<file path="config.mk">
export PLATFORM = sky130hd
export DESIGN_NAME = flash_read_arbiter
export DESIGN_NICKNAME = d
export VERILOG_FILES = /design/src/rtl/flash_pkg.sv /design/src/rtl/rr_arbiter.sv /design/src/rtl/flash_read_arbiter.sv
export SDC_FILE = /design/constraint.sdc
export NUM_CORES = 1
export LEC_CHECK = 0
export CORE_UTILIZATION = 36
export CTS_CLUSTER_SIZE = 25
export DETAILED_ROUTE_END_ITERATION = 8
export GPL_TIMING_DRIVEN = 0
export MAX_ROUTING_LAYER = met4
export PLACE_DENSITY = 0.65
export SETUP_SLACK_MARGIN = 0.1
export SLEW_MARGIN = 20
export SYNTH_ARGS = -nofsm -noshare
export SYNTH_HDL_FRONTEND = slang
export SYNTH_SLANG_ARGS = --single-unit
export TNS_END_PERCENT = 50
</file>
<file path="constraint.sdc">
create_clock -name clk -period 3.85 [get_ports clk]
set_clock_uncertainty 0.2 [all_clocks]
set_input_delay 0.385 -clock clk [delete_from_list [all_inputs] [get_ports clk]]
set_output_delay 0.385 -clock clk [all_outputs]
set_load 0.03 [all_outputs]
</file>
<file path="src/rtl/flash_pkg.sv">
// Shared widths and FSM state type for the flash read arbiter.
package flash_pkg;

  localparam int ADDR_W = 24;
  localparam int CNT_W  = 14;
  localparam int DATA_W = 8;

  typedef enum logic [2:0] {
    IDLE,
    ISSUE,
    WAIT_LOW,
    STREAM,
    FINISH
  } state_t;

endpackage

</file>
<file path="src/rtl/rr_arbiter.sv">
// Combinational round-robin picker: first requester at or after last+1.
module rr_arbiter #(
  parameter int NREQ  = 2,
  parameter int IDX_W = 1
) (
  input  logic [NREQ-1:0]  req,
  input  logic [IDX_W-1:0] last,
  output logic [NREQ-1:0]  grant,
  output logic [IDX_W-1:0] idx,
  output logic             any
);

  localparam int unsigned N = NREQ;

  logic [IDX_W-1:0] cand;

  // Scan requesters in rotating priority order starting after the last winner.
  always_comb begin
    grant = '0;
    idx   = '0;
    any   = 1'b0;
    cand  = '0;
    for (int unsigned k = 1; k <= N; k++) begin
      cand = IDX_W'((32'(last) + k) % N);
      if (!any && req[cand]) begin
        any         = 1'b1;
        idx         = cand;
        grant[cand] = 1'b1;
      end
    end
  end

endmodule

</file>
<file path="src/rtl/flash_read_arbiter.sv">
// Shares one spi_flash read engine between NREQ requesters (round-robin).
module flash_read_arbiter
  import flash_pkg::*;
#(
  parameter int NREQ          = 2,
  parameter int START_TIMEOUT = 16
) (
  input  logic                 clk,
  input  logic                 reset,
  input  logic [NREQ-1:0]      req_valid,
  input  logic [24*NREQ-1:0]   req_addr,
  input  logic [14*NREQ-1:0]   req_count,
  output logic [NREQ-1:0]      req_ack,
  output logic [7:0]           req_data,
  output logic [NREQ-1:0]      req_data_valid,
  output logic [NREQ-1:0]      req_done,
  output logic [NREQ-1:0]      req_err,
  output logic                 busy,
  output logic [23:0]          fl_addr,
  output logic [13:0]          fl_byte_count,
  output logic                 fl_start,
  input  logic                 fl_rdy,
  input  logic [7:0]           fl_data,
  input  logic                 fl_data_rdy
);

  localparam int IDX_W = (NREQ > 2) ? 2 : 1;
  localparam int TMO_W = $clog2(START_TIMEOUT + 1);

  state_t state, state_nxt;

  logic [IDX_W-1:0]  last, gidx, arb_idx;
  logic [NREQ-1:0]   arb_grant, gsel;
  logic              arb_any;
  logic [ADDR_W-1:0] sel_addr;
  logic [CNT_W-1:0]  sel_count, rcv, rcv_inc;
  logic [TMO_W-1:0]  tmo;
  logic              err, do_grant, tmo_hit;

  rr_arbiter #(
    .NREQ  (NREQ),
    .IDX_W (IDX_W)
  ) u_arb (
    .req   (req_valid),
    .last  (last),
    .grant (arb_grant),
    .idx   (arb_idx),
    .any   (arb_any)
  );

  assign sel_addr  = req_addr[int'(arb_idx)*ADDR_W +: ADDR_W];
  assign sel_count = req_count[int'(arb_idx)*CNT_W +: CNT_W];
  assign do_grant  = (state == IDLE) && fl_rdy && arb_any;
  assign tmo_hit   = (tmo == TMO_W'(START_TIMEOUT - 1));
  assign rcv_inc   = (rcv == '1) ? rcv : rcv + CNT_W'(1);
  assign gsel      = NREQ'(1) << gidx;

  // Ack is combinational so it coincides with the grant decision; reset masks it.
  assign req_ack = (do_grant && !reset) ? arb_grant : '0;

  // State register.
  always_ff @(posedge clk or posedge reset) begin
    if (reset) state <= IDLE;
    else       state <= state_nxt;
  end

  // Next-state logic.
  always_comb begin
    state_nxt = state;
    case (state)
      IDLE:     if (do_grant) state_nxt = (sel_count == '0) ? FINISH : ISSUE;
      ISSUE:    state_nxt = WAIT_LOW;
      WAIT_LOW: if (!fl_rdy) state_nxt = STREAM;
                else if (tmo_hit) state_nxt = FINISH;
      STREAM:   if (fl_rdy) state_nxt = FINISH;
      FINISH:   state_nxt = IDLE;
      default:  state_nxt = IDLE;
    endcase
  end

  // Datapath: latched request, counters, registered strobes and pulses.
  always_ff @(posedge clk or posedge reset) begin
    if (reset) begin
      last           <= IDX_W'(NREQ - 1);
      gidx           <= '0;
      fl_addr        <= '0;
      fl_byte_count  <= '0;
      fl_start       <= 1'b0;
      busy           <= 1'b0;
      req_data       <= '0;
      req_data_valid <= '0;
      req_done       <= '0;
      req_err        <= '0;
      rcv            <= '0;
      tmo            <= '0;
      err            <= 1'b0;
    end else begin
      fl_start       <= 1'b0;
      req_data_valid <= '0;
      req_done       <= '0;
      req_err        <= '0;
      case (state)
        IDLE: if (do_grant) begin
          gidx          <= arb_idx;
          last          <= arb_idx;
          fl_addr       <= sel_addr;
          fl_byte_count <= sel_count;
          busy          <= 1'b1;
          err           <= 1'b0;
        end
        ISSUE: begin
          fl_start <= 1'b1;
          rcv      <= '0;
          tmo      <= '0;
        end
        WAIT_LOW: if (fl_rdy) begin
          tmo <= tmo + TMO_W'(1);
          if (tmo_hit) err <= 1'b1;
        end
        STREAM: begin
          // A byte arriving with the rdy rise is counted before the mismatch check.
          if (fl_data_rdy) begin
            req_data       <= fl_data;
            req_data_valid <= gsel;
            rcv            <= rcv_inc;
          end
          if (fl_rdy) err <= ((fl_data_rdy ? rcv_inc : rcv) != fl_byte_count);
        end
        FINISH: begin
          req_done <= gsel;
          req_err  <= err ? gsel : '0;
          busy     <= 1'b0;
        end
        default: ;
      endcase
    end
  end

endmodule

</file>
Word level (Yosys, flattened, before mapping)
Index checks and enable logic that the tools add are counted.

storage, ports and cells
  output and inout port bits = 56
  word-level logic and storage cells = 99
  register bits = 79
  input port bits = 90

cells by class
  add/sub/neg operators = 4
  $mul = 2
  reductions and logical operators = 20
  order comparisons = 4
  equality and inequality tests = 12
  bitwise logic cells = 1
  shift operators = 3
  muxes and demuxes = 39

operator list
  operator               count
  $shiftx 48x7->24       1
  $mux 14                2
  $pmux 14 s2            1
  $shiftx 28x6->14       1
  $mux 1                 16
  $mux 2                 8
  $mux 3                 5
  $add 14x1->14 const B  1
  $eq 14x14->1 const B   1
  $logic_not 14->1       1
  $ne 14x14->1           1
  $pmux 3 s4             1
  $pmux 5 s2             1
  $ne 2x2->1 const B     4
  $reduce_and 2->1       4
  $eq 3x2->1 const B     2
  $logic_and 1x1->1      6
  $reduce_bool 2->1      3
  $add 5x1->5 const B    1
  $eq 5x4->1 const B     1
  $mux 5                 1
  $reduce_and 5->1       1
  $lt 1x2->1 const B     2
  $mul 1x3->4 const B    1
  other kinds (15)       19

Longest topological paths before layout
  depth in word-level cells = 13
  gate-level depth with buffers = 8
  gate-level depth less buffers = 7

Cells and area by module
Synthesis repeated with hierarchy kept, for this count alone.

second synthesis, totals
  cell total of the unflattened synthesis = 442
  area total of the unflattened synthesis = 4290.4 µm²

by module, submodules not included
  module              seq. area each (µm²)  cells an instance  instances  area an instance (µm²)
  flash_read_arbiter  1978.1                437                1          4257.8
  rr_arbiter          0.0                   5                  1          32.5

Worst setup path before layout
OpenSTA, ideal clock, no wires.

  kind = input to output
  from = input reset
  to = output req_ack[0]
  slack = 633 ps
  stages on the path = 2
  arrival time = 2632 ps
  buffers on the path = 0
  path through = inv_1 o2111a_1

on the way
  word-level cells in the longest chain between the ends = 3

ends and longest elaborated chain
  what                              RTL line                  text
  start: declaration                flash_read_arbiter.sv:9   input logic reset,
  $logic_not 1->1 (no source line)  n/a
  $logic_and 1x1->1                 flash_read_arbiter.sv:59  assign req_ack = (do_grant && !reset) ? arb_grant : '0;
  $mux 2                            flash_read_arbiter.sv:59
  end: declaration                  flash_read_arbiter.sv:13  output logic [NREQ-1:0] req_ack,

Every way passes these cells.

Worst setup path in the final report
  from = input req_valid[0]
  to = output req_ack[0]

on the way
  word-level cells in the longest chain between the ends = 9
  elaborated cells on any way between the ends = 14
  classes of those cells = mux (9); bitwise (1); reduce/logical (4)

ends and longest elaborated chain
  what                                        RTL line                  text
  start: declaration                          flash_read_arbiter.sv:10  input logic [NREQ-1:0] req_valid,
  $mux 1 (implied by the code) (2 in series)  rr_arbiter.sv:25          if (!any && req[cand]) begin
  $mux 1                                      rr_arbiter.sv:25
  $logic_not 1->1                             rr_arbiter.sv:25
  $logic_and 1x1->1                           rr_arbiter.sv:25
  $mux 1                                      rr_arbiter.sv:25
  $logic_and 1x1->1                           flash_read_arbiter.sv:53  assign do_grant = (state == IDLE) && fl_rdy && arb_any;
  $logic_and 1x1->1                           flash_read_arbiter.sv:59
  $mux 2 (*)                                  flash_read_arbiter.sv:59

Mark *: on every way between the ends. The rest lies on a longest branch, timed or not. The select of a mux whose other input is x is not followed.

==> run_results.csv <==
group,metric,value,unit
outcome,outcome,"finished with violations",
outcome,violations,"design-rule violations",
logic_synthesis,syn-instance-count,455,
logic_synthesis,synth_most_common_cell,"dfrtp_1",
critical_path,crit_arrival,3.05,ns
floorplanning,start_util,37.62,%
sta,min_period,3.635,ns
cts,clkTransAtPathRegs,0.07,ns
logic_synthesis,ys_ff_latch,79,
hold_path,hold_path.class,"primary input to asynchronous set/reset pin",
floorplanning,die_h,112.2,um
sta,fin_crit_sh,94.40,%
placement,hpwlAfterDp,10270,um
finish,nNetsFinal,707,
finish,syn_to_final_growth,46.16,%
global_routing,first_global_vias,4228,
sta,slew_headroom,48.55,%
detailed_routing,drt_wl_total,13540,um
global_routing,grt_pass1_wl,21340,um
finish,drive_gt1_share,8.885,%
critical_path,cp.required,3.26,ns
finish,multi_input_area,2232,um2
logic_synthesis,ys_seq_area_share,45.27,%
logic_synthesis,synth_edf_count,0,
critical_path,cp-start-kind,"primary input",
cts,root_buffer,"clkbuf_16",
sta,maxSlewViolCount,0,
finish,final_util,54.99,%
critical_path,cp_max_fo,10,
cts,htree_num_levels,3,
global_routing,antenna_found_initial,0,
detailed_routing,vias,4034,
logic_synthesis,ys_types,57,
power_and_ir_drop,finalPower,0.004843,W
logic_synthesis,synth_area_leaders,"dfrtp_1 45%, mux2i_1 9.9%, a21oi_1 6.4%",
floorplanning,die_area,12580,um2
sta,fmax,275.1,MHz
global_routing,use_met1,26.95,%
logic_synthesis,synth_flop_cell,"dfrtp_1",
global_routing,grt_busiest_layer,"met2",
sta,worst_pin_slew,0.7718,ns
logic_synthesis,synth-async-reset-ratio,100.0,%
logic_synthesis,synth_area,4369,um2
critical_path,endpoint_kind,"output pin",
job,max-cap-violations,0,
cts,cts_inserted_buffers,9,
detailed_routing,ant_nets,0,
detailed_routing,dr.first_iter.drc_count,273,
floorplanning,rows,39,
power_and_ir_drop,p_per_area,758.3,nW/um2
logic_synthesis,syn_area_per_cell,9.603,um2
power_and_ir_drop,irDropWorstVdd,355.0,uV
logic_synthesis,syn_nets,548,
power_and_ir_drop,leakagePower,2.585,nW
critical_path,worstSetupPathType,"primary input to output pin",
detailed_routing,post_drt_wl_per_cell,17.77,um
sta,hold_viol_final,0,
global_routing,grt_max_degree,58,
finish,diodes,0,
logic_synthesis,yosysTopAreaCell,"dfrtp_1",
logic_synthesis,yosysWarnings,0,
finish,seqCellArea,1978,um2
floorplanning,die_w,112.2,um
floorplanning,coreArea,11610,um2
sta,setup_viol_count_final,0,
detailed_routing,drc,1,
global_routing,grt_use_total,22.79,%
global_routing,grt_use_met2,37.64,%
detailed_routing,first_pass_iters,6,
detailed_routing,viasPerCell,5.294,
finish,fillers,1077,
placement,numPortBuffers,144,
floorplanning,io_pins,146,
placement,place_inst,743,
global_routing,gr-total-overflow,0,
sta,hold_ws,0.1656,ns
sta,rsz0062_at_grt,"true",
cts,clockBufferDepth,2,
logic_synthesis,synth.top_cell.area_share,44.67,%
global_routing,gr-usage-met3,5.994,%
placement,place_congestion,0.8556,
cts,clock_latency,0.34,ns
cts,cts.sinks,79,
cts,cts_tree,"done",
logic_synthesis,synth_common_cells,"78 x dfrtp_1, 61 x nor2_1, 56 x a21oi_1, 43 x mux2i_1, 25 x o21ai_0",
finish,layoutNonFillerInstCount,762,
==> state kept, by name (all words and copies together) (netlist names) <==
name and flops:
fl_start 1, last 1, req_done 2, rcv 14, req_data 8, fl_addr 24
busy 1, req_data_valid 2, fl_byte_count 14, err 1, req_err 2, gidx 1
state 3, tmo 5
==> logic make-up after synthesis <==
| family | after synthesis | synth area share (%) |
|---|---|---|
| xor+xnor | 18 | 3.608 |
| flops | 79 | 45.27 |
| simple gates | 148 | 18.27 |
| compound gates | 115 | 15.89 |
| fa+ha+maj | 3 | 0.8592 |
| mux | 52 | 12.17 |
| buf+inv | 40 | 3.923 |
==> layer usage <==
layer	vias to the layer above	wire, um
met3	18	884
met5	-	0
met4	0	270
met1	1919	5782
met2	136	6600
li1	1961	-
==> path summary, 6_finish.rpt <==
kind,startpoint,slack [ns],endpoint,cells after the start
worst max-delay path,req_valid[0],0.22,req_ack[0],6
worst min-delay path,reset,0.17,fl_addr[18],2
worst max register to register,rcv[1],1.12,err,8
worst min register to register,gidx,0.29,req_err[0],1
max in group asynchronous,reset,2.65,last,3
min in group clk,gidx,0.29,req_err[0],1
==> report_power, final <==
group	switching [W]	internal, W
Combinational	0.00144	0.00101
Sequential	0.000274	0.00116
Clock	0.000375	0.000577
==> area by class of cell <==
cell class | count | area share, %
Clock buffer | 9 | 3.527
Multi-Input combinational cell | 336 | 34.95
Clock inverter | 7 | 1.665
Inverter | 8 | 0.5094
Timing Repair Buffer | 148 | 23.35
Sequential cell | 79 | 30.98
Tap cell | 143 | 2.802
Buffer | 32 | 2.214
==> cells in the final DEF, fill, tap and decap left out, drive strengths merged, types with 2 or more instances in the layout <==
master           n
clkdlybuf4s50  144
dfrtp           78
nor2            61
a21oi           56
mux2i           43
clkbuf          33
o21ai           25
nand2           23
xnor2           15
nand3           14
buf             12
nor4            11
nor3            10
mux2             9
inv              9
a31oi            6
nand4            6
nand2b           5
and4             4
o31ai            4
and3             4
o211ai           4
clkinv           4
nor3b            3
xor2             3
ha               3
o21a             2
or4              2
a22oi            2
bufinv           2
a211oi           2
o41ai            2
==> worst max-delay path: stages <==
cell and delay [ns]:
clkdlybuf4s50_1 0.54, o21ai_0 0.25, nor4_4 0.44, buf_1 0.44, o2111a_1 0.28, clkdlybuf4s50_1 0.70
==> repair_timing <==
| action | CTS | global route |
|---|---|---|
| resized for setup | 1 | 2 |
| pin swaps | 0 | 1 |
| setup endpoints to repair | 2 | 2 |
| cloned | 0 | 0 |
| hold buffers | 0 | 0 |
| buffers inserted | 0 | 3 |
==> per-stage QoR <==
step           cell area (um2)   TNS, ns  setup WS, ns
6_report                  6386         0        0.2154
5_1_grt                   6386         0       0.03908
4_1_cts                   6360         0        0.1310
3_5_place_dp              6020  -0.07025      -0.07025
3_3_place_gp              5989    -13.55        -1.091
2_1_floorplan             4369         0        0.6327
(Power assumes the default switching activity.)
